### config.mk
export PLATFORM = sky130hd
export DESIGN_NAME = seq_pattern_tx
export DESIGN_NICKNAME = d
export VERILOG_FILES = /design/src/rtl/seq_pattern_tx.sv
export SDC_FILE = /design/constraint.sdc
export NUM_CORES = 1
export LEC_CHECK = 0
export ABC_AREA = 1
export BUFFER_PORTS_ARGS = -buffer_cell sky130_fd_sc_hd__clkbuf_2
export CAP_MARGIN = 5
export CORE_MARGIN = 2
export CORE_UTILIZATION = 50
export CTS_CLUSTER_SIZE = 10
export DETAILED_ROUTE_END_ITERATION = 8
export PLACE_DENSITY = 0.82
export SYNTH_ARGS = -nofsm -noshare
export SYNTH_HDL_FRONTEND = slang
export SYNTH_SLANG_ARGS = --single-unit
### constraint.sdc
create_clock -name clk -period 2.05 [get_ports clk]
set_input_delay 0 -clock clk [delete_from_list [all_inputs] [get_ports clk]]
set_output_delay 0 -clock clk [all_outputs]
set_load 0.005 [all_outputs]
### src/rtl/seq_pattern_tx.sv
// Serial pattern transmitter: sends a captured pattern MSB-first,
// back-to-back for a captured repeat count, then pulses done.
module seq_pattern_tx #(
   parameter int   PAT_W    = 4,
   parameter int   CNT_W    = 8,
   parameter logic IDLE_BIT = 1'b0
) (
   input  logic             clk,
   input  logic             reset,
   input  logic             start,
   input  logic [PAT_W-1:0] pattern,
   input  logic [CNT_W-1:0] repeat_n,
   input  logic             abort,
   output logic             ready,
   output logic             busy,
   output logic             tx_bit,
   output logic             tx_valid,
   output logic             done
);

   localparam int BW = (PAT_W > 1) ? $clog2(PAT_W) : 1;
   localparam logic [BW-1:0] LAST_BIT = BW'(PAT_W - 1);

   typedef enum logic [1:0] {
      S_IDLE,
      S_SHIFT,
      S_DONE
   } state_t;

   state_t           r_state;
   logic [PAT_W-1:0] r_pat;
   logic [PAT_W-1:0] r_shift;
   logic [BW-1:0]    r_bit;
   logic [CNT_W-1:0] r_rep;
   logic             r_ready;
   logic             r_busy;
   logic             r_valid;
   logic             r_done;

   logic w_accept;
   logic w_last;

   // A zero repeat count is dropped so rep_cnt can never underflow.
   assign w_accept = start && !abort && (repeat_n != '0);
   assign w_last   = (r_bit == LAST_BIT);

   always_ff @(posedge clk or negedge reset) begin
      if (!reset) begin
         r_state <= S_IDLE;
         r_pat   <= '0;
         r_shift <= '0;
         r_bit   <= '0;
         r_rep   <= '0;
         r_ready <= 1'b1;
         r_busy  <= 1'b0;
         r_valid <= 1'b0;
         r_done  <= 1'b0;
      end else begin
         unique case (r_state)
            S_IDLE: begin
               if (w_accept) begin
                  r_state <= S_SHIFT;
                  r_pat   <= pattern;
                  r_shift <= pattern;
                  r_bit   <= '0;
                  r_rep   <= repeat_n;
                  r_ready <= 1'b0;
                  r_busy  <= 1'b1;
                  r_valid <= 1'b1;
               end
            end
            S_SHIFT: begin
               if (abort) begin
                  r_state <= S_IDLE;
                  r_ready <= 1'b1;
                  r_busy  <= 1'b0;
                  r_valid <= 1'b0;
               end else if (w_last) begin
                  if (r_rep > CNT_W'(1)) begin
                     // Reload without a gap so repetitions stay contiguous.
                     r_shift <= r_pat;
                     r_bit   <= '0;
                     r_rep   <= r_rep - CNT_W'(1);
                  end else begin
                     r_state <= S_DONE;
                     r_busy  <= 1'b0;
                     r_valid <= 1'b0;
                     r_done  <= 1'b1;
                  end
               end else begin
                  r_shift <= {r_shift[PAT_W-2:0], 1'b0};
                  r_bit   <= r_bit + BW'(1);
               end
            end
            S_DONE: begin
               r_state <= S_IDLE;
               r_ready <= 1'b1;
               r_done  <= 1'b0;
            end
            default: begin
               r_state <= S_IDLE;
               r_ready <= 1'b1;
               r_busy  <= 1'b0;
               r_valid <= 1'b0;
               r_done  <= 1'b0;
            end
         endcase
      end
   end

   assign ready    = r_ready;
   assign busy     = r_busy;
   assign tx_valid = r_valid;
   assign done     = r_done;
   assign tx_bit   = (r_state == S_SHIFT) ? r_shift[PAT_W-1] : IDLE_BIT;

endmodule

==> impl_summary.txt, run 1 <==
----------------------------------------------------
[STA]
  Worst max-slew margin expressed relative to the limit ... 0.5263
  Minimum clock period ... 1.687 ns
  Final setup violation count ... 0
  Smallest setup slack after layout ... 0.3626 ns
  Worst clock skew on the final layout ... 0.01073 ns
  Slew @ Worst Pin ... 0.7085 ns
  Unrepaired setup endpoints after global routing ... false
  Total count of hold-check failures in the final report ... 0
  Final Cycle Share ... 0.8231
  Pins over their slew limit ... 0
  FMAX ... 592.6 MHz
  Setup total negative slack ... 0 ns

[Route]
  Remaining design rule violation count ... 0
  WL/cell ... 11.26 um
  Detailed Route WL ... ~3 mm
  ANT nets after route ... 0
  Avg Vias per Cell ... slightly below 5
  Vias ... 1282
  DRC marker count from the first detailed-route iteration ... 47
  Drt first pass iters ... 4

[Synth]
  Sequential element share of the synthesized area ... 0.3981
  Post-Synthesis Cell Area ... ~1400 um^2
  Synthesis Warnings ... 0
  Library cell with the highest instance count after synthesis ... sky130_fd_sc_hd__nand2_1
  Post-synth top flop ... sky130_fd_sc_hd__dfrtp_1
  Number of synthesized flops with an enable pin ... 0
  Synthesized instance count ... roughly 200
  Post-synth top area cell ... sky130_fd_sc_hd__dfrtp_1
  Number of flip-flops and latches in the synthesized netlist ... 23
  Leading post-synthesis cells by cell area ... sky130_fd_sc_hd__dfrtp_1, sky130_fd_sc_hd__nand2_1, sky130_fd_sc_hd__nand3_1, sky130_fd_sc_hd__nor2_1, sky130_fd_sc_hd__inv_1
  Unique cell type count in the Yosys netlist ... 27
  Area share of the leading cell type in the synthesized netlist ... 0.3800
  Post-Syn Nets ... 217
  Asr flop ratio synth ... 1.000
  Post-synthesis area per instance ... 7.318 um^2
  Top cells by count, synth ... sky130_fd_sc_hd__nand2_1, sky130_fd_sc_hd__dfrtp_1, sky130_fd_sc_hd__nor2_1

[Worst setup path]
  Critical path start-end classification ... reg2reg
  Critical path startpoint ... r_rep[0]
  Critical register-to-register path startpoint ... r_rep[0]
  Maximum net fanout on the critical path ... 8
  Worst EP arrival ... 1.89 ns
  Startpoint Class ... flip-flop
  Count of cells along the worst register-to-register path ... 11
  Register-to-register path setup slack ... 0.36 ns
  Worst Setup End Kind ... flip-flop
  Required time at the endpoint of the critical path ... 2.25 ns
  Capture point of the worst reg-to-reg path ... r_shift[2]
  Critical path destination ... r_shift[2]

[GRT]
  Global-route usage over all layers ... 0.1973
  Initial antenna violation count ... 0
  Via count of the first global-routing pass ... 1199
  Overall overflow remaining after global route ... 0
  Largest net degree at the start of global routing ... 24
  Wire length of the first global-routing pass ... 5.085 mm

[Final layout]
  Number of fillers in the final layout ... 259
  Synth-to-layout area growth ... 15.72%
  Number of inserted diodes ... 0
  Sequential cell area ... 576.8 um^2
  Number of nets in the layout ... 248
  Proportion of layout cells with a drive suffix above 1 ... 0.1798
  Final core occ ... 0.6080
  Multi-input logic area ... 749.5 um^2

[Pwr]
  Combinational share of power ... 0.553
  Maximum vdd drop ... 0.7403 mV
  Design internal power ... 0.001215 W
  Leak Pwr ... 0.9129 nW
  Proportion of power drawn by the clock network ... 0.090
  Fraction of power spent switching nets ... 0.4731
  Power per standard cell area ... 1375 nW/um^2
  Total design power ... 0.002306 W
  Part of the power in registers ... 0.357
  Switching component of the power ... 0.001091 W

[CTS]
  Count of buffers added by post-CTS timing repair for setup ... 0
  Number of clock sinks ... 23
  Master cell of the clock root buffer ... sky130_fd_sc_hd__clkbuf_4
  Clock buffer count from CTS ... 3
  Cts repair resizes ... 0
  H-tree depth ... 1
  CTS tree ... done
  Clock transition at path regs ... around 0.13 ns
  Clock latency reported for the late side of the worst-skew pair ... about 0.31 ns
  CTS Buffer Depth ... 2

[Floorplan]
  Core Area ... 2758 um^2
  Die outline height ... 57.83 um
  Standard-cell rows ... 19
  I/O Pins ... 21
  Initial core utilization ... 0.5254
  Die area ... about 3300 um^2
  Die width ... 57.83 um

[Placed design]
  Detailed-placement wirelength estimate ... 2.173 mm
  Minimum setup slack after placement ... 0.4061 ns
  Final weighted congestion in routability-driven placement ... 0.7751
  Number of port buffers ... 20

[Status]
  Run status ... finished, final reports clean

[Worst hold path]
  HP Class ... in2reg

[Job]
  Maxcap violations ... 0

----------------------------------------------------
## stage by stage
step / cells / instance area, um^2 / hold WS (ns)
3_3_place_gp: 245 / 1550 / 0.02046
3_5_place_dp: 245 / 1550 / 0.02334
6_report: 259 / 1677 / 0.01820
5_1_grt: 259 / 1677 / 0.02741
2_1_floorplan: 198 / 1449 / -0.2956
4_1_cts: 259 / 1677 / 0.01192
## registers in the layout, summed over array words and instances, names as in the netlist
name,count
r_bit,2
r_rep,8
tx_valid,1
ready,1
r_state,2
done,1
r_shift,4
r_pat,4
## area by class of cell
cell class                 count  area share
sequential                    23      0.3440
inverter                      22     0.05075
tap                           31     0.02313
clock buffer                   4     0.01567
multi-input combinational    149      0.4470
timing repair buffer          30      0.1194
## power by group through the flow
stage               Sequential [W]  Clock [W]  Combinational (W)
global route              0.000851   0.000238            0.00147
floorplan                 0.000792          0            0.00106
detailed placement        0.000829          0            0.00127
global placement          0.000823          0            0.00123
CTS                       0.000820   0.000222            0.00129
finish                    0.000824   0.000207            0.00128
## placed cells by master, fill, tap and decap left out
cell type	count
sky130_fd_sc_hd__nand3_4	2
sky130_fd_sc_hd__nand2_1	70
sky130_fd_sc_hd__a21oi_1	2
sky130_fd_sc_hd__o21bai_1	1
sky130_fd_sc_hd__a31oi_1	1
sky130_fd_sc_hd__inv_2	4
sky130_fd_sc_hd__a21oi_2	1
sky130_fd_sc_hd__and2_4	1
sky130_fd_sc_hd__clkbuf_4	3
sky130_fd_sc_hd__o211ai_2	1
sky130_fd_sc_hd__nand3_2	1
sky130_fd_sc_hd__nand3_1	18
sky130_fd_sc_hd__o22ai_1	3
sky130_fd_sc_hd__inv_1	17
sky130_fd_sc_hd__clkbuf_2	20
sky130_fd_sc_hd__clkbuf_1	1
sky130_fd_sc_hd__nand2_4	1
sky130_fd_sc_hd__xnor2_1	1
sky130_fd_sc_hd__nand2_2	2
sky130_fd_sc_hd__dfrtp_1	22
sky130_fd_sc_hd__ha_1	3
sky130_fd_sc_hd__o21ai_0	9
sky130_fd_sc_hd__o21ai_1	7
sky130_fd_sc_hd__dfstp_2	1
sky130_fd_sc_hd__dlygate4sd3_1	10
sky130_fd_sc_hd__nor2_1	22
sky130_fd_sc_hd__nor2_2	1
sky130_fd_sc_hd__nor2_8	2
sky130_fd_sc_hd__inv_4	1
## kinds of logic (layout without fill, tap and decap cells)
kind of cell,count (synthesis),after routing,share of synthesized area
flip-flops,23,23,0.3981
AO/OA/AOI/OAI,25,25,0.09931
adder cells (fa/ha/maj),3,3,0.02591
XOR/XNOR,1,1,0.006046
AND/OR/NAND/NOR,120,120,0.3860
buffers and inverters,26,56,0.08462
## repair_timing
item                                    CTS  global route
endpoints found under the setup margin    0             0
hold buffers                             10             0
hold endpoints to repair                 31             0
## worst min-delay path by stage
stage / slack, ns / from / end / cells past startpoint
floorplan: -0.30 / reset / done / 0
global placement: 0.02 / reset / r_rep[3] / 1
detailed placement: 0.02 / reset / r_rep[3] / 1
CTS: 0.01 / repeat_n[1] / r_rep[1] / 5
global route: 0.03 / abort / ready / 3
finish: 0.02 / repeat_n[1] / r_rep[1] / 5
## layer usage
| metal | GRT usage | routed length (um) | up-vias |
|---|---|---|---|
| met5 | 0 | 0 | - |
| met3 | 0.04688 | 102 | 4 |
| met1 | 0.2399 | 1324 | 568 |
| li1 | - | - | 687 |
| met4 | 0.04319 | 29 | 0 |
| met2 | 0.3539 | 1459 | 23 |
## worst max-delay path: stages, from the launching register on
cell	delay, ns
sky130_fd_sc_hd__dfrtp_1	0.43
sky130_fd_sc_hd__inv_1	0.12
sky130_fd_sc_hd__ha_1	0.25
sky130_fd_sc_hd__nor2_1	0.06
sky130_fd_sc_hd__nor2_1	0.16
sky130_fd_sc_hd__nand2_1	0.09
sky130_fd_sc_hd__nand3_1	0.09
sky130_fd_sc_hd__nand2_2	0.08
sky130_fd_sc_hd__inv_4	0.10
sky130_fd_sc_hd__nand2_4	0.07
sky130_fd_sc_hd__nand2_1	0.09
sky130_fd_sc_hd__nand2_1	0.05
Note: power is estimated with default switching activity, not from simulation.
==> run 2, diff against run 1 <==
==> constraint.sdc (replaced) <==
create_clock -name clk -period 1.6 [get_ports clk]
set_input_delay 0 -clock clk [delete_from_list [all_inputs] [get_ports clk]]
set_output_delay 0 -clock clk [all_outputs]
set_load 0.005 [all_outputs]
==> run 2 against run 1 <==
Register-to-register slack worse by 0.26 ns. Non-clock buffer count increased by 8. Clock skew is 0.0074 ns lower. Final cell count increased by 3.1%. Routed wire length up 4.6%. Combinational power increased by 43%. Sequential cell count did not move. Largest cell class unchanged.
==> impl_summary.txt, run 2 (synthesized netlist as in run 1, its figures left out) <==
----------------------------------------------------
[Floorplan]
  Die width ... 57.83 um (unchanged)
  Die area ... 3344 um^2 (unchanged)
  I/O Pins ... 21 (unchanged)
  Die outline height ... 57.83 um (unchanged)
  Core Area ... 2758 um^2 (unchanged)
  Initial core utilization ... 0.5254 (unchanged)
  Standard-cell rows ... 19 (unchanged)

[Final layout]
  Proportion of layout cells with a drive suffix above 1 ... 0.2331 (+0.05323)
  Final std cell area, no fill ... 1778 um^2 (+6.0%)
  Number of nets in the layout ... 256 (+3.2%)
  Register bank with the most flops ... r_rep
  Largest register FFs ... 8 (unchanged)
  Most used cells in the layout excluding fill and tap cells ... sky130_fd_sc_hd__nand2_1, sky130_fd_sc_hd__nor2_1, sky130_fd_sc_hd__dfrtp_1
  Largest regs ... r_rep (8), r_pat (4), r_shift (4)
  Synth-to-layout area growth ... 22.71%
  Number of inserted diodes ... 0 (unchanged)
  Most common library cell in the layout ignoring fill and taps ... sky130_fd_sc_hd__nand2_1

[CTS]
  Clock latency reported for the late side of the worst-skew pair ... 0.33 ns (+0.02 ns)
  Number of clock sinks ... 23 (unchanged)
  Master cell of the clock root buffer ... sky130_fd_sc_hd__clkbuf_4
  CTS tree ... done
  Clock buffer count from CTS ... 3 (unchanged)
  H-tree depth ... 1 (unchanged)
  CTS Buffer Depth ... 2 (unchanged)
  Clock transition at path regs ... 0.14 ns (about the same)

[Worst setup path]
  Critical path startpoint ... r_rep[0]
  Critical path start-end classification ... reg2reg
  Register-to-register path setup slack ... 0.10 ns (-0.26 ns)
  Startpoint Class ... flip-flop
  Worst Setup End Kind ... flip-flop
  Worst EP arrival ... 1.74 ns (-0.15 ns)
  Required time at the endpoint of the critical path ... 1.84 ns (-0.41 ns)
  Critical register-to-register path startpoint ... r_rep[0]
  Maximum net fanout on the critical path ... 8 (unchanged)

[Placed design]
  Final weighted congestion in routability-driven placement ... 0.7911 (+2.1%)
  Detailed-placement wirelength estimate ... 2.107 mm (-3.0%)
  Post-place instance area ... 1565 um^2 (+0.97%)
  Minimum setup slack after placement ... 0.08407 ns (-0.3220 ns)
  Number of port buffers ... 20 (unchanged)

[GRT]
  Overall overflow remaining after global route ... 0 (unchanged)
  Global-route usage over all layers ... 0.1881 (-0.009150)
  Via count of the first global-routing pass ... 1170 (-2.4%)
  Largest net degree at the start of global routing ... 24 (unchanged)
  Wire length of the first global-routing pass ... 4.843 mm (-4.8%)
  Initial antenna violation count ... 0 (unchanged)

[Route]
  Avg Vias per Cell ... 5.034 (+1.7%)
  Detailed Route WL ... 3.051 mm (+4.6%)
  DRC marker count from the first detailed-route iteration ... 57 (+21%)
  Vias ... 1344 (+4.8%)
  WL/cell ... 11.43 um (+1.5%)
  ANT nets after route ... 0 (unchanged)
  Remaining design rule violation count ... 0 (unchanged)
  Drt first pass iters ... 6 (+2)

[STA]
  Slew @ Worst Pin ... 0.5750 ns (-0.1335 ns)
  Total count of hold-check failures in the final report ... 0 (unchanged)
  Pins over their slew limit ... 0 (unchanged)
  Final worst hold slack ... 0.007308 ns (-0.01089 ns)
  Minimum clock period ... 1.500 ns (-0.1878 ns)
  FMAX ... 666.8 MHz (+13%)
  Worst max-slew margin expressed relative to the limit ... 0.6167 (+0.09041)
  Final Cycle Share ... 0.9372 (+0.1141)
  Final setup violation count ... 0 (unchanged)
  Worst clock skew on the final layout ... 0.003285 ns (-0.007447 ns)
  Smallest setup slack after layout ... 0.1004 ns (-0.2622 ns)

[Job]
  Maxcap violations ... 0 (unchanged)

[Worst hold path]
  HP Class ... in2reg
  Hold path startpoint ... abort

[Status]
  Run status ... finished, final reports clean

[Pwr]
  Leak Pwr ... 0.9592 nW (+5.1%)
  Maximum vdd drop ... 1.238 mV (+67%)
  Power per standard cell area ... 1787 nW/um^2 (+30%)

----------------------------------------------------
## run 2: changes by cell type in the layout (fill, tap and decap cells not counted), moves of 2 or more
cell and delta:
sky130_fd_sc_hd__buf_4 +6, sky130_fd_sc_hd__dlygate4sd3_1 +2, sky130_fd_sc_hd__inv_1 -2, sky130_fd_sc_hd__inv_2 +2, sky130_fd_sc_hd__nand2_1 -2, sky130_fd_sc_hd__nand2_2 +2
## run 2: area by class of cell
cell class,count,area (um^2)
multi-input cells,149,780.7
clock buffers,3,22.52
flip-flops and latches,23,578.1
clock inverters,1,7.507
fillers,241,979.7
repair buffers,38,265.3
inverters,22,85.08
well taps,31,38.79
## run 2: routing by layer
metal | up-vias | global-route usage | wire (um)
met5 | - | 0 | 0
met4 | 0 | 0.02990 | 14
met3 | 4 | 0.04688 | 108
met2 | 33 | 0.3442 | 1554
met1 | 602 | 0.2266 | 1374
li1 | 705 | - | -
## run 2: per-stage QoR
stage | total power (W) | util | instances | TNS (ns)
4_1_cts | 0.003029 | 0.6221 | 263 | 0
5_1_grt | 0.003483 | 0.6447 | 267 | -0.07729
3_3_place_gp | 0.002665 | 0.5676 | 247 | 0
6_report | 0.003177 | 0.6447 | 267 | 0
3_5_place_dp | 0.002712 | 0.5676 | 247 | 0
2_1_floorplan | 0.002368 | - | 198 | 0
## run 2: final timing paths
check,endpoint,cells past startpoint
worst max-delay path,r_bit[0],11
worst min-delay path,ready,3
worst max register to register,r_bit[0],11
worst min register to register,ready,2
max in group asynchronous,r_state[0],2
min in group asynchronous,r_rep[2],2
## run 2: what timing repair did
item / in CTS / in global routing
buffers inserted: 0 / 4
endpoints found under the hold margin: 33 / 0
hold buffers: 12 / 0
resized for setup: 0 / 9
endpoints found under the setup margin: 0 / 8
## run 2: power by group
group	switching, W	total (W)	internal, W
Sequential	0.000204	0.00105	0.000850
Clock	0.000198	0.000294	0.0000959
Combinational	0.00108	0.00183	0.000744
Total	0.00149	0.00318	0.00169
## run 2: critical path, stage by stage, from the launching register on
cell	delay [ns]
sky130_fd_sc_hd__dfrtp_1	0.44
sky130_fd_sc_hd__inv_2	0.09
sky130_fd_sc_hd__ha_4	0.13
sky130_fd_sc_hd__nor2_1	0.03
sky130_fd_sc_hd__nor2_1	0.14
sky130_fd_sc_hd__nand2_1	0.12
sky130_fd_sc_hd__nand3_2	0.08
sky130_fd_sc_hd__nand2_2	0.07
sky130_fd_sc_hd__inv_4	0.10
sky130_fd_sc_hd__nand2_4	0.08
sky130_fd_sc_hd__nand2_1	0.08
sky130_fd_sc_hd__nand2_1	0.05
